[src/rtl/wb_sdram_mport.sv]
// Multi-port Wishbone B4 pipelined front end for a single sdram_controller request port.
// Arbitrates NP masters (fixed priority or round-robin) with optional cycle locking and a burst cap.
module wb_sdram_mport #(
  parameter int NP        = 4,
  parameter int AW        = 24,
  parameter int DW        = 16,
  parameter int ARB_MODE  = 1,
  parameter int LOCK_CYC  = 1,
  parameter int MAX_BURST = 16
) (
  input  logic                 clk,
  input  logic                 rst,
  input  logic [NP-1:0]        wb_cyc_i,
  input  logic [NP-1:0]        wb_stb_i,
  input  logic [NP-1:0]        wb_we_i,
  input  logic [NP*AW-1:0]     wb_adr_i,
  input  logic [NP*DW-1:0]     wb_dat_i,
  input  logic [NP*DW/8-1:0]   wb_sel_i,
  output logic [NP-1:0]        wb_ack_o,
  output logic [NP-1:0]        wb_stall_o,
  output logic [DW-1:0]        wb_dat_o,
  output logic                 bus_req_valid,
  output logic                 bus_req_write,
  output logic [AW-1:0]        bus_req_addr,
  output logic [DW-1:0]        bus_req_wdata,
  output logic [DW/8-1:0]      bus_req_byteenable,
  input  logic                 bus_req_ready,
  input  logic                 bus_rsp_early_valid,
  input  logic                 bus_rsp_valid,
  input  logic [DW-1:0]        bus_rsp_rdata
);

  localparam int IW = (NP > 1) ? $clog2(NP) : 1;
  localparam int CW = $clog2(MAX_BURST + 1);
  localparam int SW = DW / 8;

  typedef enum logic {IDLE, GRANT} state_t;

  state_t          state_q, state_d;
  logic [IW-1:0]   gnt_idx_q, gnt_idx_d;
  logic [IW-1:0]   ack_idx_q, ack_idx_d;
  logic [IW-1:0]   rr_ptr_q, rr_ptr_d;
  logic [CW-1:0]   cnt_q, cnt_d;
  logic            ack_vld_q, ack_vld_d;

  logic [NP-1:0]   req;
  logic [NP-1:0]   gnt_oh;
  logic [IW-1:0]   win_idx;
  logic [IW-1:0]   cand_idx;
  logic            win_found;
  int              cand;
  logic            g_cyc, g_stb, g_we;
  logic            accept, other_req;
  logic [CW-1:0]   cnt_inc;
  logic            cap_hit;

  assign req = wb_cyc_i & wb_stb_i;

  // Scan starts at port 0 (fixed) or at rr_ptr (round-robin); first requester wins.
  always_comb begin
    win_idx   = '0;
    win_found = 1'b0;
    cand      = 0;
    cand_idx  = '0;
    for (int i = 0; i < NP; i++) begin
      cand     = (ARB_MODE == 0) ? i : (int'(rr_ptr_q) + i) % NP;
      cand_idx = IW'(cand);
      if (!win_found && req[cand_idx]) begin
        win_found = 1'b1;
        win_idx   = cand_idx;
      end
    end
  end

  assign g_cyc = wb_cyc_i[gnt_idx_q];
  assign g_stb = wb_stb_i[gnt_idx_q];
  assign g_we  = wb_we_i[gnt_idx_q];

  assign bus_req_valid      = (state_q == GRANT) & g_cyc & g_stb;
  assign bus_req_write      = g_we;
  assign bus_req_addr       = wb_adr_i[gnt_idx_q*AW +: AW];
  assign bus_req_wdata      = wb_dat_i[gnt_idx_q*DW +: DW];
  assign bus_req_byteenable = wb_sel_i[gnt_idx_q*SW +: SW];
  assign wb_dat_o           = bus_rsp_rdata;

  // Reads complete on early_valid; bus_rsp_valid is not needed by this front end.
  assign accept = bus_req_valid & (g_we ? bus_req_ready : bus_rsp_early_valid);

  always_comb begin
    gnt_oh            = '0;
    gnt_oh[gnt_idx_q] = 1'b1;
  end

  assign other_req = |(req & ~gnt_oh);
  assign cnt_inc   = (cnt_q == CW'(MAX_BURST)) ? cnt_q : cnt_q + 1'b1;
  assign cap_hit   = accept && (cnt_inc == CW'(MAX_BURST)) && other_req;

  always_comb begin
    wb_stall_o = wb_stb_i;
    if (state_q == GRANT)
      wb_stall_o[gnt_idx_q] = (g_we & ~bus_req_ready) | (~g_we & ~bus_rsp_early_valid);
  end

  always_comb begin
    wb_ack_o            = '0;
    wb_ack_o[ack_idx_q] = ack_vld_q;
  end

  always_comb begin
    state_d   = state_q;
    gnt_idx_d = gnt_idx_q;
    rr_ptr_d  = rr_ptr_q;
    cnt_d     = cnt_q;
    ack_vld_d = accept;
    ack_idx_d = accept ? gnt_idx_q : ack_idx_q;
    case (state_q)
      IDLE: begin
        if (win_found) begin
          state_d   = GRANT;
          gnt_idx_d = win_idx;
          cnt_d     = '0;
          rr_ptr_d  = (win_idx == IW'(NP - 1)) ? '0 : win_idx + 1'b1;
        end
      end
      GRANT: begin
        if (LOCK_CYC == 0) begin
          // Also release if the master abandons the cycle before acceptance.
          if (accept || !g_cyc) state_d = IDLE;
        end else begin
          if (accept) cnt_d = cnt_inc;
          if (!g_cyc || cap_hit) state_d = IDLE;
        end
      end
      default: state_d = IDLE;
    endcase
  end

  always_ff @(posedge clk or posedge rst) begin
    if (rst) begin
      state_q   <= IDLE;
      gnt_idx_q <= '0;
      ack_idx_q <= '0;
      rr_ptr_q  <= '0;
      cnt_q     <= '0;
      ack_vld_q <= 1'b0;
    end else begin
      state_q   <= state_d;
      gnt_idx_q <= gnt_idx_d;
      ack_idx_q <= ack_idx_d;
      rr_ptr_q  <= rr_ptr_d;
      cnt_q     <= cnt_d;
      ack_vld_q <= ack_vld_d;
    end
  end

endmodule

[config.mk]
export PLATFORM = sky130hd
export DESIGN_NAME = wb_sdram_mport
export DESIGN_NICKNAME = d
export VERILOG_FILES = /design/src/rtl/wb_sdram_mport.sv
export SDC_FILE = /design/constraint.sdc
export NUM_CORES = 1
export LEC_CHECK = 0
export CORE_AREA = 2 2 105 107
export DETAILED_ROUTE_END_ITERATION = 12
export DIE_AREA = 0 0 107 109
export GPL_TIMING_DRIVEN = 0
export PLACE_DENSITY = 0.71
export SYNTH_ARGS = -nofsm -noshare
export SYNTH_HDL_FRONTEND = slang
export SYNTH_SLANG_ARGS = --single-unit
[constraint.sdc]
create_clock -name clk -period 2.2 [get_ports clk]
set_input_delay 0.22 -clock clk [delete_from_list [all_inputs] [get_ports clk]]
set_output_delay 0.22 -clock clk [all_outputs]
set_load 0.03 [all_outputs]
==> metrics.txt <==
Rel. slew slack=between 60 and 70%; status=finished, final reports clean; clk slew on worst S/H paths=about 50 ps; Die Area=between 0.01 and 0.015 sq mm; Fmax=0.460 GHz; # hold bufs at CTS=0; vias in the first global route=about 2800; P_int=0.00239 W; Reg-to-Reg End=ack_idx_q[1]; Flop pwr share=under 10%; largest net degree at the start of global routing=14; DRT Pass-1 Iters=4; via-per-instance ratio=approximately 4.6; Design Area, Final=0.00500 sq mm; Worst path max stage delay=about 560 ps; GPL Wtd Cong=slightly below 0.9; final wirelength=~11 mm; async set-reset flop share out of synthesis=between 90% and 100%; Seq/Total Area, Yosys=14.9%; Max Cap Viol=0; Worst Path Arrival=between 2000 and 2500 ps; Critical Path RT=roughly 2300 ps; synth unique cells=between 40 and 50; final routed DRC violation total=0; critical path endpoint category=flop; critical path depth=7; Post-DP Area=around 0.0049 sq mm; Die W=between 100 and 150 um; worst path cell trace=buf_6, mux4_2, mux2i_4, buf_6, nor3_4, buf_6, mux2_4; Port Buf Inserts=around 250; worst setup path startpoint=gnt_idx_q[0]; wire per inst=18.0 um; Std-Cell Rows=38; Synth Flop Type=dfrtp_1; io pins=269; initial antenna violation count=0; placed insts=just under 600; ANT nets after route=0; worst setup path end=ack_idx_q[1]; Final min period=between 2000 and 2500 ps; Area growth, synth to finish=130%; crit path buf inv count=3; startpoint types=flop; switch share=48.3%; P_sw=0.00223 W; CP delay by family, top=multiplexers; Syn Inst Count=around 190; CTS Buf Count=3; period utilization=a little over nine tenths; Peak VDD IR=0.000651 V; critical path class=flop to flop; share of layout cells above drive strength 1=26.9%; chip height=109 um; R2R Setup Slk=30 ps; reg2reg start=gnt_idx_q[0]; Tot Pwr=about 0.0046 W; Leak=around 1.9 nW; Max stage delay cell, worst path=mux4_2; Logic pwr share=between 80 and 90%; PwrDens=between 900 and 1000 mW/mm^2; register bit total from synthesis=13; Tightest Hold Check Type=input pin to async pin; final slew viol count=0; Clock Power Share=4.7%; Setup Viol. Count Final=0; Overflow after GRT=0; Total GRT Usage=approximately 16%; cell area after synthesis=about 0.0022 sq mm; post-route insts no fill=~590; Synth Net Count=390; Clock Skews=between 3 and 4 ps; post-layout net count=between 600 and 700; final hold violation count=0; first-pass GRT wire length=14.8 mm; depth of the CTS H-tree=1; initial core utilization=around 21%; Initial DRC Count=94; total clock sinks=13; HPWL Detailed=slightly above 9 mm; core area=0.0106 sq mm; clock latency at the later pin of the worst-skew pair=approximately 250 ps; worst-case reg-to-reg path depth=7; RSZ-0062 raised after global routing=yes; clock buffer depth=2; setup_tns=0 ps; vias=approximately 2700; Slew @ Worst Pin=~500 ps; TritonCTS clock tree=done; syn avg cell area=roughly 12 sq um; Ys Warns=0; Critical Path Most Common Cell=buf_6; # diodes=0; EDFF count, synth=0; cell chosen for the clock root=clkbuf_8; CP max FO=7
## cells by family (layout without fill, tap and decap cells)
family	count (synthesis)	count (layout)	synth area share [%]
muxes	58	58	53.1
and+or+nand+nor	45	45	10.6
buffers and inverters	40	299	10.6
AOI/OAI and AO/OA	25	25	7.98
DFF	13	13	14.9
xor gates and xnor gates	4	4	1.61
adders and majority gates	2	2	1.15
## state kept, by name (all words and copies together) (netlist names), named ones only
register / flops
ack_idx_q: 2
ack_vld_q: 1
cnt_q: 5
gnt_idx_q: 2
rr_ptr_q: 1
state_q: 1
## cell usage in the layout, fill, tap and decap left out, drive strengths merged, types with 3 or more instances in the layout
cell	netlist	routed
nor3	4	4
mux4	44	44
dlygate4sd2	0	23
and3	3	3
nor2	10	10
mux2i	3	3
a21oi	3	3
o21ai	8	8
mux2	11	11
buf	27	35
inv	8	8
clkbuf	5	12
nand2	12	12
dfrtp	13	13
nand3	7	7
clkdlybuf4s15	0	17
clkdlybuf4s50	0	204
## routing by layer
layer	wire, um	global-route usage, %
met2	6000	33.2
met1	3660	17.4
met5	0	0
met4	182	3.90
met3	731	3.35
## how the worst min path moves through the flow
stage                     startpoint  slack (ps)      endpoint  depth (start not counted)
final                            rst         290  ack_idx_q[0]                          2
after global routing             rst         350  ack_idx_q[0]                          2
after CTS                        rst         320  ack_idx_q[0]                          2
after detailed placement        flop         520          flop                          1
after global placement          flop         510          flop                          1
after floorplan                  rst         100     async pin                          1
## metrics by stage
stage               worst slack (ps)  hold slack [ps]  util [%]
floorplan                        109             97.0         -
global placement                -604              514      45.9
detailed placement              -689              515      45.9
CTS                            -74.8              315      46.5
global route                   -39.3              353      47.2
finish                          26.5              292      47.2
## cells in the mapped netlist, types with 2 or more instances
cell / count / area share (%)
and3_1: 3 / 0.86
xor2_1: 2 / 0.80
buf_1: 4 / 0.69
nor2_1: 10 / 1.7
a21oi_1: 3 / 0.69
buf_2: 5 / 1.1
o21ai_0: 7 / 1.6
nor3b_1: 2 / 0.69
clkbuf_1: 5 / 0.86
buf_6: 2 / 1.0
a41oi_1: 2 / 0.80
nand2b_1: 2 / 0.57
xnor2_1: 2 / 0.80
nand3_1: 7 / 1.6
a31oi_1: 2 / 0.57
inv_1: 8 / 1.4
mux2i_1: 2 / 0.92
nor3_1: 3 / 0.69
buf_4: 16 / 5.5
mux4_2: 44 / 45
nand2_1: 12 / 2.1
ha_1: 2 / 1.1
mux2_2: 11 / 5.7
dfrtp_1: 13 / 15
## layout make-up
class,count,area (sq um)
tap,140,175
clock buffer,4,45.0
sequential,13,325
fill,983,5600
buffer,32,267
timing repair buffer,255,2520
inverter,8,30.0
multi-input combinational,134,1640
## worst register-to-register path: stages (launching register included)
cell and delay (ps):
dfrtp_1 330, buf_6 120, mux4_2 560, mux2i_4 230, buf_6 130, nor3_4 220
buf_6 160, mux2_4 300
## power by group through the flow
stage	sequential, W	combinational (W)	clock [W]
after detailed placement	0.000397	0.00411	0
after CTS	0.000393	0.00396	0.000221
after global routing	0.000406	0.00422	0.000229
final	0.000395	0.00400	0.000216
after floorplan	0.000376	0.00258	0
after global placement	0.000392	0.00407	0
## repair_timing
| item | in CTS | in global routing |
|---|---|---|
| endpoints found under the setup margin | 47 | 22 |
| cloned | 0 | 0 |
| resized for setup | 121 | 22 |
| pin swaps | 0 | 1 |
| setup buffers | 1 | 3 |
Note: power is estimated with default switching activity, not from simulation.
==> RTL change, RTL diff (same flow settings) <==
The parameter `AW` goes from 24 to 48.
--- a/src/rtl/wb_sdram_mport.sv
+++ b/src/rtl/wb_sdram_mport.sv
@@ -2,7 +2,7 @@
 // Arbitrates NP masters (fixed priority or round-robin) with optional cycle locking and a burst cap.
 module wb_sdram_mport #(
   parameter int NP        = 4,
-  parameter int AW        = 24,
+  parameter int AW        = 48,
   parameter int DW        = 16,
   parameter int ARB_MODE  = 1,
   parameter int LOCK_CYC  = 1,
Ports: changed (resized bus_req_addr and wb_adr_i); port bits go from 269 to 389. The function was not compared with the original's and may differ.
==> RTL change against the original RTL <==
The flow now stops in I/O pin placement (3_2_place_iop). Synthesized area up 23%.
==> RTL change: results (changes against the original RTL) <==
- Stopped at: I/O pin placement (3_2_place_iop)
- Syn Area/Cell: 12.3 um^2 (was 11.6 um^2)
- Status: aborted with a tool error (was finished clean)
- Main flop type after synthesis: dfrtp_1 (unchanged)
- Seq/Total Area, Yosys: 0.121 (was 0.149)
- Ys Warns: 0 (unchanged)
- Syn_nets: 518 (was 390)
- Error msg: [ERROR PPL-0024] Number of IO pins (389) exceeds maximum number of available positions (380). Increase the die perimeter from 432.00um to 529.04um.
- Fraction of registers with async set/reset: 1.00 (unchanged)
- Seq cells post-synth: 13 (unchanged)
- Most area-consuming cells after synthesis: mux4_2 (57%), dfrtp_1 (12%), buf_4 (4.5%) (was mux4_2 (45%), dfrtp_1 (15%), mux2_2 (5.7%))
- Synth top cells by count: mux4_2 (68), buf_4 (16), nand2_1 (15) (was mux4_2 (44), buf_4 (16), dfrtp_1 (13))
- Yosys cell types: 41 (was 42)
[RTL change: cells by family after synthesis]
family / share of synthesized area
xor+xnor: 0.00977
fa+ha+maj: 0.00930
simple gates: 0.102
compound gates: 0.0712
mux: 0.596
flops: 0.121
buf+inv: 0.0902
